==> config.mk <==
export PLATFORM = sky130hd
export DESIGN_NAME = pong_game_ctrl
export DESIGN_NICKNAME = d
export VERILOG_FILES = /design/src/rtl/pong_game_ctrl_pkg.sv /design/src/rtl/pong_game_ctrl_bcd2_counter.sv /design/src/rtl/pong_game_ctrl.sv
export SDC_FILE = /design/constraint.sdc
export NUM_CORES = 1
export LEC_CHECK = 0
export CELL_PAD_IN_SITES_DETAIL_PLACEMENT = 0
export CELL_PAD_IN_SITES_GLOBAL_PLACEMENT = 1
export CORE_ASPECT_RATIO = 1.5
export CORE_MARGIN = 1
export CORE_UTILIZATION = 38
export CTS_CLUSTER_SIZE = 14
export DETAILED_ROUTE_END_ITERATION = 10
export MAX_ROUTING_LAYER = met4
export PLACE_DENSITY = 0.79
export SETUP_SLACK_MARGIN = 0.5
export SLEW_MARGIN = 20
export SYNTH_ARGS = -nofsm -noshare
export SYNTH_HDL_FRONTEND = slang
export SYNTH_HIERARCHICAL = 1
export SYNTH_SLANG_ARGS = --single-unit
==> constraint.sdc <==
create_clock -name clk -period 3.5 [get_ports clk]
set_clock_uncertainty 0.15 [all_clocks]
set_input_delay 0.35 -clock clk [delete_from_list [all_inputs] [get_ports clk]]
set_output_delay 0.35 -clock clk [all_outputs]
set_load 0.01 [all_outputs]
==> src/rtl/pong_game_ctrl_pkg.sv <==
// pong_game_ctrl_pkg: state codes and field widths shared by the Pong sequencer, text and graphics blocks.
package pong_game_ctrl_pkg;
    localparam int DIGIT_W = 4;
    localparam int BALLS_W = 2;
    typedef enum logic [1:0] {
        NEWGAME = 2'd0,
        PLAY    = 2'd1,
        NEWBALL = 2'd2,
        OVER    = 2'd3
    } state_t;
endpackage

==> src/rtl/pong_game_ctrl_bcd2_counter.sv <==
// bcd2_counter: two-digit BCD up-counter with synchronous clear, wrapping 99 -> 00.
module bcd2_counter
    import pong_game_ctrl_pkg::*;
(
    input  logic               clk,
    input  logic               clr,
    input  logic               inc,
    output logic [DIGIT_W-1:0] d1,
    output logic [DIGIT_W-1:0] d0
);
    always_ff @(posedge clk) begin
        if (clr) begin
            d1 <= '0;
            d0 <= '0;
        end else if (inc) begin
            d0 <= (d0 == 4'd9) ? 4'd0 : d0 + 4'd1;
            d1 <= (d0 != 4'd9) ? d1 : (d1 == 4'd9) ? 4'd0 : d1 + 4'd1;
        end
    end
endmodule

==> src/rtl/pong_game_ctrl.sv <==
// pong_game_ctrl: Pong game sequencer driving the countdown timer, ball count and BCD score.
module pong_game_ctrl
    import pong_game_ctrl_pkg::*;
#(
    parameter int BALLS    = 3,
    parameter int TICK_DIV = 1
) (
    input  logic               clk,
    input  logic               reset,
    input  logic [1:0]         btn,
    input  logic               hit,
    input  logic               miss,
    input  logic               refresh_tick,
    input  logic               timer_up,
    output logic               timer_start,
    output logic               timer_tick,
    output logic               graph_still,
    output logic [1:0]         game_state,
    output logic [BALLS_W-1:0] balls_left,
    output logic [DIGIT_W-1:0] score_d1,
    output logic [DIGIT_W-1:0] score_d0
);
    localparam logic [BALLS_W-1:0] BALLS_N = BALLS_W'(BALLS);
    localparam logic [3:0]         DIV_MAX = 4'(TICK_DIV - 1);

    state_t     state, state_next;
    logic       armed;
    logic [3:0] div_cnt;
    logic       pressed, start_next, still_next;

    assign pressed    = |btn;
    assign game_state = state;

    always_ff @(posedge clk) begin
        if (reset) state <= NEWGAME;
        else       state <= state_next;
    end

    always_comb begin
        state_next = state;
        case (state)
            NEWGAME: state_next = pressed ? PLAY : NEWGAME;
            PLAY:    state_next = !miss ? PLAY : (balls_left == '0) ? OVER : NEWBALL;
            NEWBALL: state_next = (armed && timer_up && pressed) ? PLAY : NEWBALL;
            OVER:    state_next = (armed && timer_up) ? NEWGAME : OVER;
            default: state_next = NEWGAME;
        endcase
    end

    always_comb begin
        start_next = (state == PLAY) && miss;
        still_next = state_next != PLAY;
    end

    // armed drops for exactly the first cycle after any state change, masking a stale timer_up.
    always_ff @(posedge clk) begin
        if (reset) begin
            timer_start <= 1'b0;
            graph_still <= 1'b1;
            armed       <= 1'b0;
            balls_left  <= BALLS_N;
        end else begin
            timer_start <= start_next;
            graph_still <= still_next;
            armed       <= state_next == state;
            if (state_next == NEWGAME)
                balls_left <= BALLS_N;
            else if (state == NEWGAME)
                balls_left <= BALLS_N - 1'b1;
            else if (start_next && balls_left != '0)
                balls_left <= balls_left - 1'b1;
        end
    end

    always_ff @(posedge clk) begin
        if (reset) begin
            div_cnt    <= '0;
            timer_tick <= 1'b0;
        end else begin
            timer_tick <= refresh_tick && (div_cnt == DIV_MAX);
            if (refresh_tick)
                div_cnt <= (div_cnt == DIV_MAX) ? 4'd0 : div_cnt + 4'd1;
        end
    end

    bcd2_counter u_score (
        .clk (clk),
        .clr (reset || state_next == NEWGAME),
        .inc (state == PLAY && hit),
        .d1  (score_d1),
        .d0  (score_d0)
    );
endmodule

# Word-level counts from Yosys, hierarchy flattened
# Cells that the tools add are included.
# totals
register_bits	20
input_bits	8
out_inout_bits	15
wordCells	51
# op_classes
n_addsub	4
n_eq_ne	8
n_mux	11
bitwise	1
reduce_logical	17
# ops
op	count
adder 4 x 1 -> 4 bit, second input constant	3
2-to-1 mux 4 bit	3
== test 4 bit, second input constant	2
one-hot mux 2 bit (4 select lines)	1
logical AND 1 bit	6
logical NOT 2 bit	3
2-to-1 mux 2 bit	3
== test 2 bit, second input constant	2
logical NOT 4 bit	1
2-to-1 mux 1 bit	4
!= test 4 bit, second input constant	1
nonzero test 2 bit	2
OR reduction 2 bit	2
OR reduction 3 bit	1
== test 2 x 1 -> 1 bit, second input constant	1
== test 2 bit	1
!= test 2 x 1 -> 1 bit, second input constant	1
AND reduction 2 bit	1
subtractor 2 x 1 -> 2 bit, second input constant	1
logical OR 1 bit	1
NOT 1 bit	1

# Logic depth before layout (Yosys ltp)
# logic_depth
depth_word	6
ltp_mapped	7
depth_no_buf	6

# Cells and area by module
# Netlist, hierarchy kept.
# by_module_without_submodules
module	n_inst	cells_per_inst	area_each_um2	seq_area_each_um2
pong_game_ctrl	1	60	563.0	240.2
bcd2_counter	1	43	384.1	160.2

# Worst setup path before layout
# OpenSTA, ideal clock, no wires.
# synth_timing
kind	reg-to-reg
start	register state[0], in the netlist game_state[0]
end	register u_score.d1[1]
setup_ps	70
arrival_time_ps	1711
required_ps	3280
path_slack_ps	1569
path_stages_with_launch	6
n_path_buf	0
path_cell_list	dfxtp_1 -> nor2b_1 -> and2_1 -> nand3b_4 -> or4_1 -> a21oi_1
# synth_between
elab_chain_cells	4
word_cells_on_any_way	9
# synth_lines
element	line_no	text
start: declaration	pong_game_ctrl.sv:26	state_t state, state_next;
start signal: assignment	pong_game_ctrl.sv:36	else state <= state_next;
== test 2 bit, or another cell as far along	pong_game_ctrl.sv:41	case (state)
one-hot mux 2 bit (4 select lines)	pong_game_ctrl.sv:41	
logical NOT 2 bit	pong_game_ctrl.sv:88	.clr (reset || state_next == NEWGAME),
logical OR 1 bit	pong_game_ctrl.sv:88	
end signal: assignment	pong_game_ctrl_bcd2_counter.sv:17	d1 <= (d0 != 4'd9) ? d1 : (d1 == 4'd9) ? 4'd0 : d1 + 4'd1;
end: declaration	pong_game_ctrl_bcd2_counter.sv:8	output logic [DIGIT_W-1:0] d1,
# Parallel ways exist; a longest one is shown, timed or not.
# A chain may end at the register's enable or synchronous reset.

# Worst setup path in the final report
# Ends and elaborated chain as after synthesis.

==> flow_metrics.tcl <==
set metrics [dict create \
    dr.pass1.iters 4 \
    wl_met1_um 804 \
    start_kind "flip-flop" \
    overflow 0 \
    clk-insertion-delay-late_ns 0.30 \
    drive_above_1_share_pct 7.87 \
    clock_path_buffers 2 \
    synth.avg_cell_area_um2 9.20 \
    status "complete, no violations" \
    fin_crit_sh_pct 59.6 \
    cts_sinks 20 \
    async_flop_share_pct 0 \
    synth_commonest_cells "dfxtp_1 (20), a21oi_1 (10), nor2_1 (9)" \
    cts_root_buf "clkbuf_4" \
    dieArea_mm2 0.00270 \
    hold_viol 0 \
    initial_core_util_pct 41.4 \
    ir_worst_vdd_mv 0.313 \
    ys_seq_area_share_pct 42.3 \
    cts_resized 0 \
    synthDistinctLibCells 37 \
    drt-initial-drc-count 19 \
    ys.flop_type "dfxtp_1" \
    n_antenna_cell 0 \
    num_vias 792 \
    grt_max_degree 13 \
    top_layer "met4" \
    postCtsHoldBufs 0 \
    area_growth_pct 31.0 \
    route.met3.wl_um 52 \
    path_class "reg2reg" \
    final_area_mm2 0.00124 \
    detailed_place_hpwl_um 1390 \
    portBuffers 22 \
    antenna_found_initial 0 \
    synth_top_area_share_pct 42.3 \
    crit_arrival_ns 2.17 \
    max_freq_ghz 0.479 \
    synth_most_common_cell "dfxtp_1" \
    ys_warn_count 6 \
    synth-seq-cells 20 \
    nNetsFinal 139 \
    gp_congestion 0.810 \
    core_region_area_mm2 0.00229 \
    die_w_um 42.8 \
    top_level_ports 23 \
    grt_pass1_vias 722 \
    syn_area_um2 947 \
    synthTopCellsByArea "dfxtp_1 (42%), a21oi_1 (5.3%), ha_1 (4.0%), nor2_1 (3.6%), nand2b_1 (3.3%)" \
    worstMarginPinSlew_ns 0.433 \
    slowest_delay_ns 0.51 \
    vias_per_cell 5.28 \
    synth_area_leader_cell "dfxtp_1" \
    synth.net_count 114 \
    n_fill_cell 212 \
    pwr_density_cell_mw_per_mm2 411 \
    synth_edf_count 0 \
    crit_chain "nor2b_1 -> and2_1 -> nand3b_4 -> or4_1 -> a21oi_1" \
    setup_viol 0 \
    slew_headroom_pct 71.1 \
    fin_setup_tns_ns 0 \
    p_leak_uw 0.000487 \
    wl_um 1800 \
    antenna_left 0 \
    rsz0062_at_grt "false" \
    path_delay_family "simple AND/OR/NAND/NOR gates" \
    hp-class "reg2reg" \
    drv_slew 0 \
    crit_path_end_kind "flip-flop" \
    finalCriticalPeriod_ns 2.09 \
    die_y_um 63.1 \
    postPlaceCellArea_mm2 0.00119 \
    worstPathRequired_ns 3.59 \
    drv_cap 0 \
    grt_pass1_wl_um 3130 \
    wl_met2_um 923 \
    grtUsageTotal_pct 14.8 \
    clk_pin_slew_worst_paths_ns 0.12 \
    ctsHtreeMaxLevel 1 \
    num_rows 21 \
    drc 0 \
    crit_slowest_cell "or4_1" \
    cts_buffers 3 \
    wl_per_cell_um 12.0 \
    cts_tree "done" \
    syn_inst 103 \
    postCtsSetupBuffers 0 \
    path_max_fanout 9 \
    critPathBufInv 0 \
]
-- routing by layer --
layer  GRT usage, %  vias up
met2           24.2       14
met1           18.1      362
met5              -        -
met4           5.86        0
met3           1.72        2
li1               -      414
-- cell usage in the layout, fill, tap and decap left out, types with 2 or more instances in the layout --
cell / count
nand2_1: 6
nand2b_1: 5
ha_1: 3
dfxtp_1: 20
inv_1: 6
or3_1: 2
xor2_1: 2
clkdlybuf4s50_1: 22
or4_1: 2
nor2b_1: 3
nand3b_1: 3
mux2i_1: 2
o21a_1: 2
o21ai_0: 5
a21oi_1: 10
clkbuf_4: 3
nor2_1: 9
-- worst reg2reg max path, cell delays in order, from the launching register on --
cell and delay, ns:
dfxtp_1 0.46, nor2b_1 0.31, and2_1 0.34, nand3b_4 0.14
or4_1 0.51, a21oi_1 0.12
-- cell type report --
class                      instances  area (µm²)  area share, %
clock inverter                     1        30.0           2.42
timing repair buffer              22         220           17.7
sequential                        20         400           32.3
tap                               23        28.8           2.32
inverter                           6        22.5           1.81
clock buffer                       3        22.5           1.81
multi-input combinational         75         517           41.6
-- metrics by stage --
step	setup slack (ns)	total power [µW]	hold WS, ns	std cells	utilization [%]
6_report	1.41	510	0.368	150	54.3
5_1_grt	1.22	535	0.399	150	54.3
4_1_cts	1.40	517	0.373	150	54.3
3_5_place_dp	1.37	329	0.346	146	52.0
3_3_place_gp	1.40	328	0.342	146	52.0
2_1_floorplan	1.57	293	0.278	103	-
-- kinds of logic after synthesis --
kind of cell | synth area share, %
adder cells (fa/ha/maj) | 3.96
XOR/XNOR | 2.77
flip-flops | 42.3
AND/OR/NAND/NOR | 28.4
AO/OA/AOI/OAI | 17.3
buffers and inverters | 3.17
multiplexers | 2.11
-- final timing paths --
path / to / cells past startpoint / from / slack, ns
worst max-delay path: u_score/d1[1]$_SDFFE_PP0P_ / 5 / game_state[0]$_SDFF_PP0_ / 1.41
worst min-delay path: div_cnt[3]$_SDFFE_PP0P_ / 2 / div_cnt[3]$_SDFFE_PP0P_ / 0.37
worst max register to register: u_score/d1[1]$_SDFFE_PP0P_ / 5 / game_state[0]$_SDFF_PP0_ / 1.41
worst min register to register: div_cnt[3]$_SDFFE_PP0P_ / 2 / div_cnt[3]$_SDFFE_PP0P_ / 0.37
-- registers in the layout, summed over array words and instances, names as in the netlist --
| register | cells |
|---|---|
| graph_still | 1 |
| u_score/d1 | 4 |
| balls_left | 2 |
| timer_tick | 1 |
| armed | 1 |
| game_state | 2 |
| timer_start | 1 |
| u_score/d0 | 4 |
| div_cnt | 4 |
-- power breakdown --
group | internal [µW] | total [µW] | switching, µW
Combinational | 38.6 | 74.8 | 36.3
Sequential | 238 | 248 | 9.75
Clock | 116 | 188 | 72.1
Total | 392 | 510 | 118
(Power assumes the default switching activity.)
